## config.mk

```make
export PLATFORM = sky130hd
export DESIGN_NAME = s_dadda_mac4_acc
export DESIGN_NICKNAME = d
export VERILOG_FILES = /design/src/rtl/s_dadda_mac4_acc.sv
export SDC_FILE = /design/constraint.sdc
export NUM_CORES = 1
export LEC_CHECK = 0
export ABC_AREA = 1
export CORE_MARGIN = 3
export CORE_UTILIZATION = 40
export DETAILED_ROUTE_END_ITERATION = 8
export GPL_TIMING_DRIVEN = 0
export PLACE_DENSITY_LB_ADDON = 0.1
export SLEW_MARGIN = 20
export SYNTH_ARGS = -nofsm -noshare
export SYNTH_HDL_FRONTEND = slang
export SYNTH_SLANG_ARGS = --single-unit
```

## constraint.sdc

```tcl
create_clock -name clk -period 6 [get_ports clk]
set_input_delay 0.6 -clock clk [delete_from_list [all_inputs] [get_ports clk]]
set_output_delay 0.6 -clock clk [all_outputs]
set_load 0.1 [all_outputs]
```

## src/rtl/s_dadda_mac4_acc.sv

```systemverilog
// Signed 4x4 multiply-accumulate over bursts of LEN operand pairs, with a saturating
// accumulator and valid/ready handshakes on both sides.

module s_dadda_mul4s (
   input  logic [3:0] a,
   input  logic [3:0] b,
   output logic [7:0] p
);
   // Modified Baugh-Wooley partial products; sign rows inverted, constant ones at bits 4 and 7.
   logic p00, p10, p01, p20, p11, p02, p21, p12, p22, p33;
   logic n30, n03, n31, n13, n32, n23;
   logic s1, k1, s2, k2, s3, k3, s4, k4, s5, k5, s6, k6;
   logic [7:0] x, y;
   logic [7:0] cy;

   assign p00 = a[0] & b[0];
   assign p10 = a[1] & b[0];
   assign p01 = a[0] & b[1];
   assign p20 = a[2] & b[0];
   assign p11 = a[1] & b[1];
   assign p02 = a[0] & b[2];
   assign p21 = a[2] & b[1];
   assign p12 = a[1] & b[2];
   assign p22 = a[2] & b[2];
   assign p33 = a[3] & b[3];
   assign n30 = ~(a[3] & b[0]);
   assign n03 = ~(a[0] & b[3]);
   assign n31 = ~(a[3] & b[1]);
   assign n13 = ~(a[1] & b[3]);
   assign n32 = ~(a[3] & b[2]);
   assign n23 = ~(a[2] & b[3]);

   // Dadda stage 1 (height 4 -> 3)
   assign {k1, s1} = {1'b0, n30} + {1'b0, p21};
   assign {k2, s2} = {1'b0, n31} + {1'b0, p22} + {1'b0, n13};
   // Dadda stage 2 (height 3 -> 2)
   assign {k3, s3} = {1'b0, p20} + {1'b0, p11};
   assign {k4, s4} = {1'b0, s1} + {1'b0, p12} + {1'b0, n03};
   assign {k5, s5} = 2'b01 + {1'b0, k1} + {1'b0, s2};
   assign {k6, s6} = {1'b0, n32} + {1'b0, n23} + {1'b0, k2};

   assign x = {1'b1, p33, s6, s5, s4, s3, p10, p00};
   assign y = {1'b0, k6, k5, k4, k3, p02, p01, 1'b0};

   always_comb begin
      p     = '0;
      cy    = '0;
      for (int i = 0; i < 7; i++) begin
         p[i]      = x[i] ^ y[i] ^ cy[i];
         cy[i + 1] = (x[i] & y[i]) | (cy[i] & (x[i] ^ y[i]));
      end
      p[7] = x[7] ^ y[7] ^ cy[7];
   end
endmodule

// state | meaning
// ACC   | accepting operands, accumulating registered products
// HOLD  | burst result presented on out_data until consumed
module s_dadda_mac4_acc #(
   parameter int ACC_W = 12,
   parameter int LEN   = 8
) (
   input  logic             clk,
   input  logic             rst_n,
   input  logic             clr,
   input  logic             in_valid,
   output logic             in_ready,
   input  logic [3:0]       a,
   input  logic [3:0]       b,
   output logic             out_valid,
   input  logic             out_ready,
   output logic [ACC_W-1:0] out_data,
   output logic             out_ovf
);
   localparam logic [0:0] ST_ACC  = 1'b0;
   localparam logic [0:0] ST_HOLD = 1'b1;
   localparam logic [7:0] LEN_C   = 8'(LEN);
   localparam logic [ACC_W-1:0] SAT_MAX = {1'b0, {(ACC_W-1){1'b1}}};
   localparam logic [ACC_W-1:0] SAT_MIN = {1'b1, {(ACC_W-1){1'b0}}};

   logic [0:0]       state_q, state_d;
   logic [7:0]       cnt_q, cnt_d;
   logic             pv_q, pv_d;
   logic [7:0]       prod_q, prod_d;
   logic [ACC_W-1:0] acc_q, acc_d;
   logic             out_valid_q, out_valid_d;
   logic [ACC_W-1:0] out_data_q, out_data_d;
   logic             out_ovf_q, out_ovf_d;
   logic             up_q, up_d;

   logic [7:0]       prod_w;
   logic [ACC_W:0]   sum_w;
   logic             clip_w;
   logic [ACC_W-1:0] sat_w;
   logic             in_fire, out_fire;

   s_dadda_mul4s u_mul (
      .a (a),
      .b (b),
      .p (prod_w)
   );

   // One guard bit is enough: |prod| <= 64 is far below the accumulator range.
   assign sum_w  = {acc_q[ACC_W-1], acc_q} + {{(ACC_W-7){prod_q[7]}}, prod_q};
   assign clip_w = sum_w[ACC_W] ^ sum_w[ACC_W-1];
   assign sat_w  = clip_w ? (sum_w[ACC_W] ? SAT_MIN : SAT_MAX) : sum_w[ACC_W-1:0];

   assign in_ready  = up_q && (state_q == ST_ACC) && (cnt_q < LEN_C);
   assign in_fire   = in_valid && in_ready;
   assign out_fire  = out_valid_q && out_ready;
   assign out_valid = out_valid_q;
   assign out_data  = out_data_q;
   assign out_ovf   = out_ovf_q;

   always_comb begin
      state_d     = state_q;
      cnt_d       = cnt_q;
      pv_d        = 1'b0;
      prod_d      = prod_q;
      acc_d       = acc_q;
      out_valid_d = out_valid_q;
      out_data_d  = out_data_q;
      out_ovf_d   = out_ovf_q;
      up_d        = 1'b1;

      if (in_fire) begin
         prod_d = prod_w;
         pv_d   = 1'b1;
         cnt_d  = cnt_q + 8'd1;
      end
      if (pv_q) begin
         acc_d     = sat_w;
         out_ovf_d = out_ovf_q | clip_w;
         if (cnt_q == LEN_C) begin
            out_data_d  = sat_w;
            out_valid_d = 1'b1;
            state_d     = ST_HOLD;
         end
      end
      if (state_q == ST_HOLD && out_fire) begin
         out_valid_d = 1'b0;
         acc_d       = '0;
         cnt_d       = '0;
         out_ovf_d   = 1'b0;
         state_d     = ST_ACC;
      end
      if (clr) begin
         pv_d        = 1'b0;
         acc_d       = '0;
         cnt_d       = '0;
         out_valid_d = 1'b0;
         out_ovf_d   = 1'b0;
         state_d     = ST_ACC;
      end
   end

   always_ff @(posedge clk or negedge rst_n) begin
      if (!rst_n) begin
         state_q     <= ST_ACC;
         cnt_q       <= '0;
         pv_q        <= 1'b0;
         prod_q      <= '0;
         acc_q       <= '0;
         out_valid_q <= 1'b0;
         out_data_q  <= '0;
         out_ovf_q   <= 1'b0;
         up_q        <= 1'b0;
      end else begin
         state_q     <= state_d;
         cnt_q       <= cnt_d;
         pv_q        <= pv_d;
         prod_q      <= prod_d;
         acc_q       <= acc_d;
         out_valid_q <= out_valid_d;
         out_data_q  <= out_data_d;
         out_ovf_q   <= out_ovf_d;
         up_q        <= up_d;
      end
   end
endmodule
```

==> results.json <==
{
  "dieArea_um2": 8660,
  "grt_busiest_layer": "met2",
  "max_freq_ghz": 0.270,
  "final.setup.tns_ns": 0,
  "ys_types": 23,
  "antenna_found_initial": 0,
  "clockBufferDepth": 2,
  "syn_area_per_cell_um2": 7.60,
  "netlist_instances": 399,
  "clock_sinks": 44,
  "grt.total_usage_pct": 15.8,
  "worstPathArrival_ns": 3.92,
  "start_kind": "input pin",
  "core_um2": 7290,
  "drive_gt1_share_pct": 11.5,
  "r2r_cells": 13,
  "post_cts_buffers": 0,
  "final.period_utilization_pct": 61.8,
  "drv_cap": 0,
  "area_growth_pct": 17.5,
  "worstSetupPathType": "input pin to flop",
  "slew_headroom_pct": 34.8,
  "overflow": 0,
  "cp-endpoint": "prod_q[6]",
  "crit_path_end_kind": "flop",
  "setup_slack_ns": 2.29,
  "grt_pass1_vias": 2400,
  "slowest_delay_ns": 0.53,
  "io_pins": 28,
  "die_h_um": 93.1,
  "slowest_stage": "clkdlybuf4s50_1",
  "synth_nets": 439,
  "cts_root_buf": "clkbuf_8",
  "hold_buffers": 0,
  "cts-resized-gates": 0,
  "rows": 31,
  "cts_buffers": 5,
  "rsz0062_at_grt": "false",
  "fin_area_um2": 3560,
  "hp-class": "input pin to asynchronous set/reset pin",
  "io_buffer_count": 27,
  "start_util_pct": 41.6,
  "synth_area_um2": 3030,
  "synth_warnings": 0,
  "multi_input_area_um2": 1630,
  "grtUsageMet2_pct": 27.2,
  "die-width_um": 93.1,
  "finClkSkew_ns": 0.0125,
  "leakage_nw": 2.06,
  "powerDensity_nw_per_um2": 264,
  "met3_usage_pct": 3.22,
  "grt_util_met1_pct": 20.4,
  "firstDrtPassIters": 4,
  "dp_hpwl_um": 5200,
  "drtIter0Drc": 93,
  "seq_area_frac_synth_pct": 36.3,
  "maxSlewViolCount": 0,
  "place_ws_ns": 1.97,
  "avgViaCountPerCell": 4.56,
  "regArea_um2": 1100,
  "grt_max_degree": 26,
  "fin_nets": 474,
  "crit_chain": "clkdlybuf4s50_1, nand2_1, ha_1, inv_1, fa_1, inv_1, fa_1, fa_1, fa_1, inv_1, fa_1, o21ai_0",
  "tightest_slew_ns": 0.975,
  "drc": 0,
  "wl_per_cell_um": 11.9,
  "finalCriticalPeriod_ns": 3.71,
  "cts-htree-levels": 2,
  "vias": 2435,
  "worstPathRequired_ns": 6.22,
  "timing.rr.end": "acc_q[4]",
  "reg2reg_slack_ns": 3.67,
  "grt_pass1_wl_um": 10900,
  "reg2reg_from": "prod_q[0]",
  "startpoint": "b[0]",
  "crit_top_cell": "fa_1",
  "clk_pin_slew_ns": 0.09,
  "nFillCells": 774,
  "ys_seq_elements": 44,
  "finalWirelength_um": 6360,
  "cts_tree": "done",
  "postRouteAntennaNets": 0,
  "hold_viol": 0,
  "cp_max_fo": 4,
  "status": "finished clean",
  "finalSetupViolations": 0,
  "place.gp.congestion": 0.835,
  "dpl_cell_area_um2": 3440,
  "peakVddDrop_v": 0.000128,
  "diodes": 0,
  "clk_latency_ns": 0.30
}
[worst min-delay path by stage]
stage / slack, ns / startpoint / endpoint / cells past startpoint
2_1_floorplan: 0.30 / rst_n / acc_q[0] / 0
3_3_place_gp: 0.47 / out_data[0] / out_data[0] / 2
3_5_place_dp: 0.46 / out_data[2] / out_data[2] / 2
4_1_cts: 0.26 / rst_n / acc_q[3] / 1
5_1_grt: 0.27 / rst_n / cnt_q[6] / 1
6_report: 0.25 / rst_n / cnt_q[6] / 1
[per-layer routing]
metal / vias to the layer above / part of all wire, %
met2: 28 / 48
li1: 1278 / -
met3: 4 / 3.3
met5: - / 0
met1: 1125 / 48
met4: 0 / 0.86
[where the power goes]
group          switching (mW)  internal, mW
logic                   0.222         0.134
registers              0.0188         0.318
clock network           0.108         0.136
total                   0.350         0.589
[cell type report]
type                            count  area share, %
Timing Repair Buffer               28           8.01
Buffer                              7           1.83
Clock buffer                        6           2.32
Clock inverter                      2           1.09
Multi-Input combinational cell    286           45.8
Sequential cell                    44           30.9
Inverter                           62           6.53
Tap cell                           99           3.48
[cell usage after synthesis, drive strengths merged]
cell type | instances | area, um2
buf | 4 | 53.8
inv | 62 | 233
a21oi | 9 | 52.6
conb | 1 | 3.75
dfrtp | 44 | 1100
nand3 | 19 | 135
o21ai | 5 | 25.0
fa | 9 | 180
xnor2 | 2 | 17.5
nand2 | 185 | 792
nand4 | 7 | 43.8
a211oi | 1 | 7.51
a22o | 1 | 8.76
ha | 18 | 225
clkbuf | 3 | 11.3
nor2 | 24 | 97.6
xor2 | 5 | 43.8
[placed cells by master (no fill, tap or decap), types with 5 or more instances in the layout]
cell	count
nand4_1	7
nand2_1	162
nand3_2	8
ha_1	18
nand2_2	15
clkbuf_8	6
fa_1	9
o21ai_0	5
inv_1	62
clkdlybuf4s50_1	26
nand3_1	11
xor2_1	5
nand2_4	8
a21oi_1	7
dfrtp_1	44
nor2_1	21
[cells by family after synthesis]
family | synth area share (%)
compound gates | 3.10
xor+xnor | 2.02
fa+ha+maj | 13.4
buf+inv | 9.82
flops | 36.3
other cells | 0.124
simple gates | 35.2
[metrics by stage]
step | hold slack (ns) | util (%) | power (mW) | cells
2_1_floorplan | 0.304 | - | 0.621 | 399
3_3_place_gp | 0.467 | 47.0 | 0.699 | 525
3_5_place_dp | 0.464 | 47.2 | 0.703 | 526
4_1_cts | 0.259 | 48.9 | 0.951 | 534
5_1_grt | 0.273 | 48.9 | 1.01 | 534
6_report | 0.254 | 48.9 | 0.939 | 534
[flip-flops by register name (all words and copies together), names as in the netlist]
signal	cells
acc_q	12
out_data	12
cnt_q	8
prod_q	8
out_ovf	1
out_valid	1
pv_q	1
up_q	1
[worst max-delay path, delay by kind of cell]
kind                       cells  cell delay (ns)
and+or+nand+nor                1             0.08
AOI/OAI and AO/OA              1             0.16
buffers and inverters          4             0.70
adders and majority gates      6             2.38
Note: power is estimated with default switching activity, not from simulation.
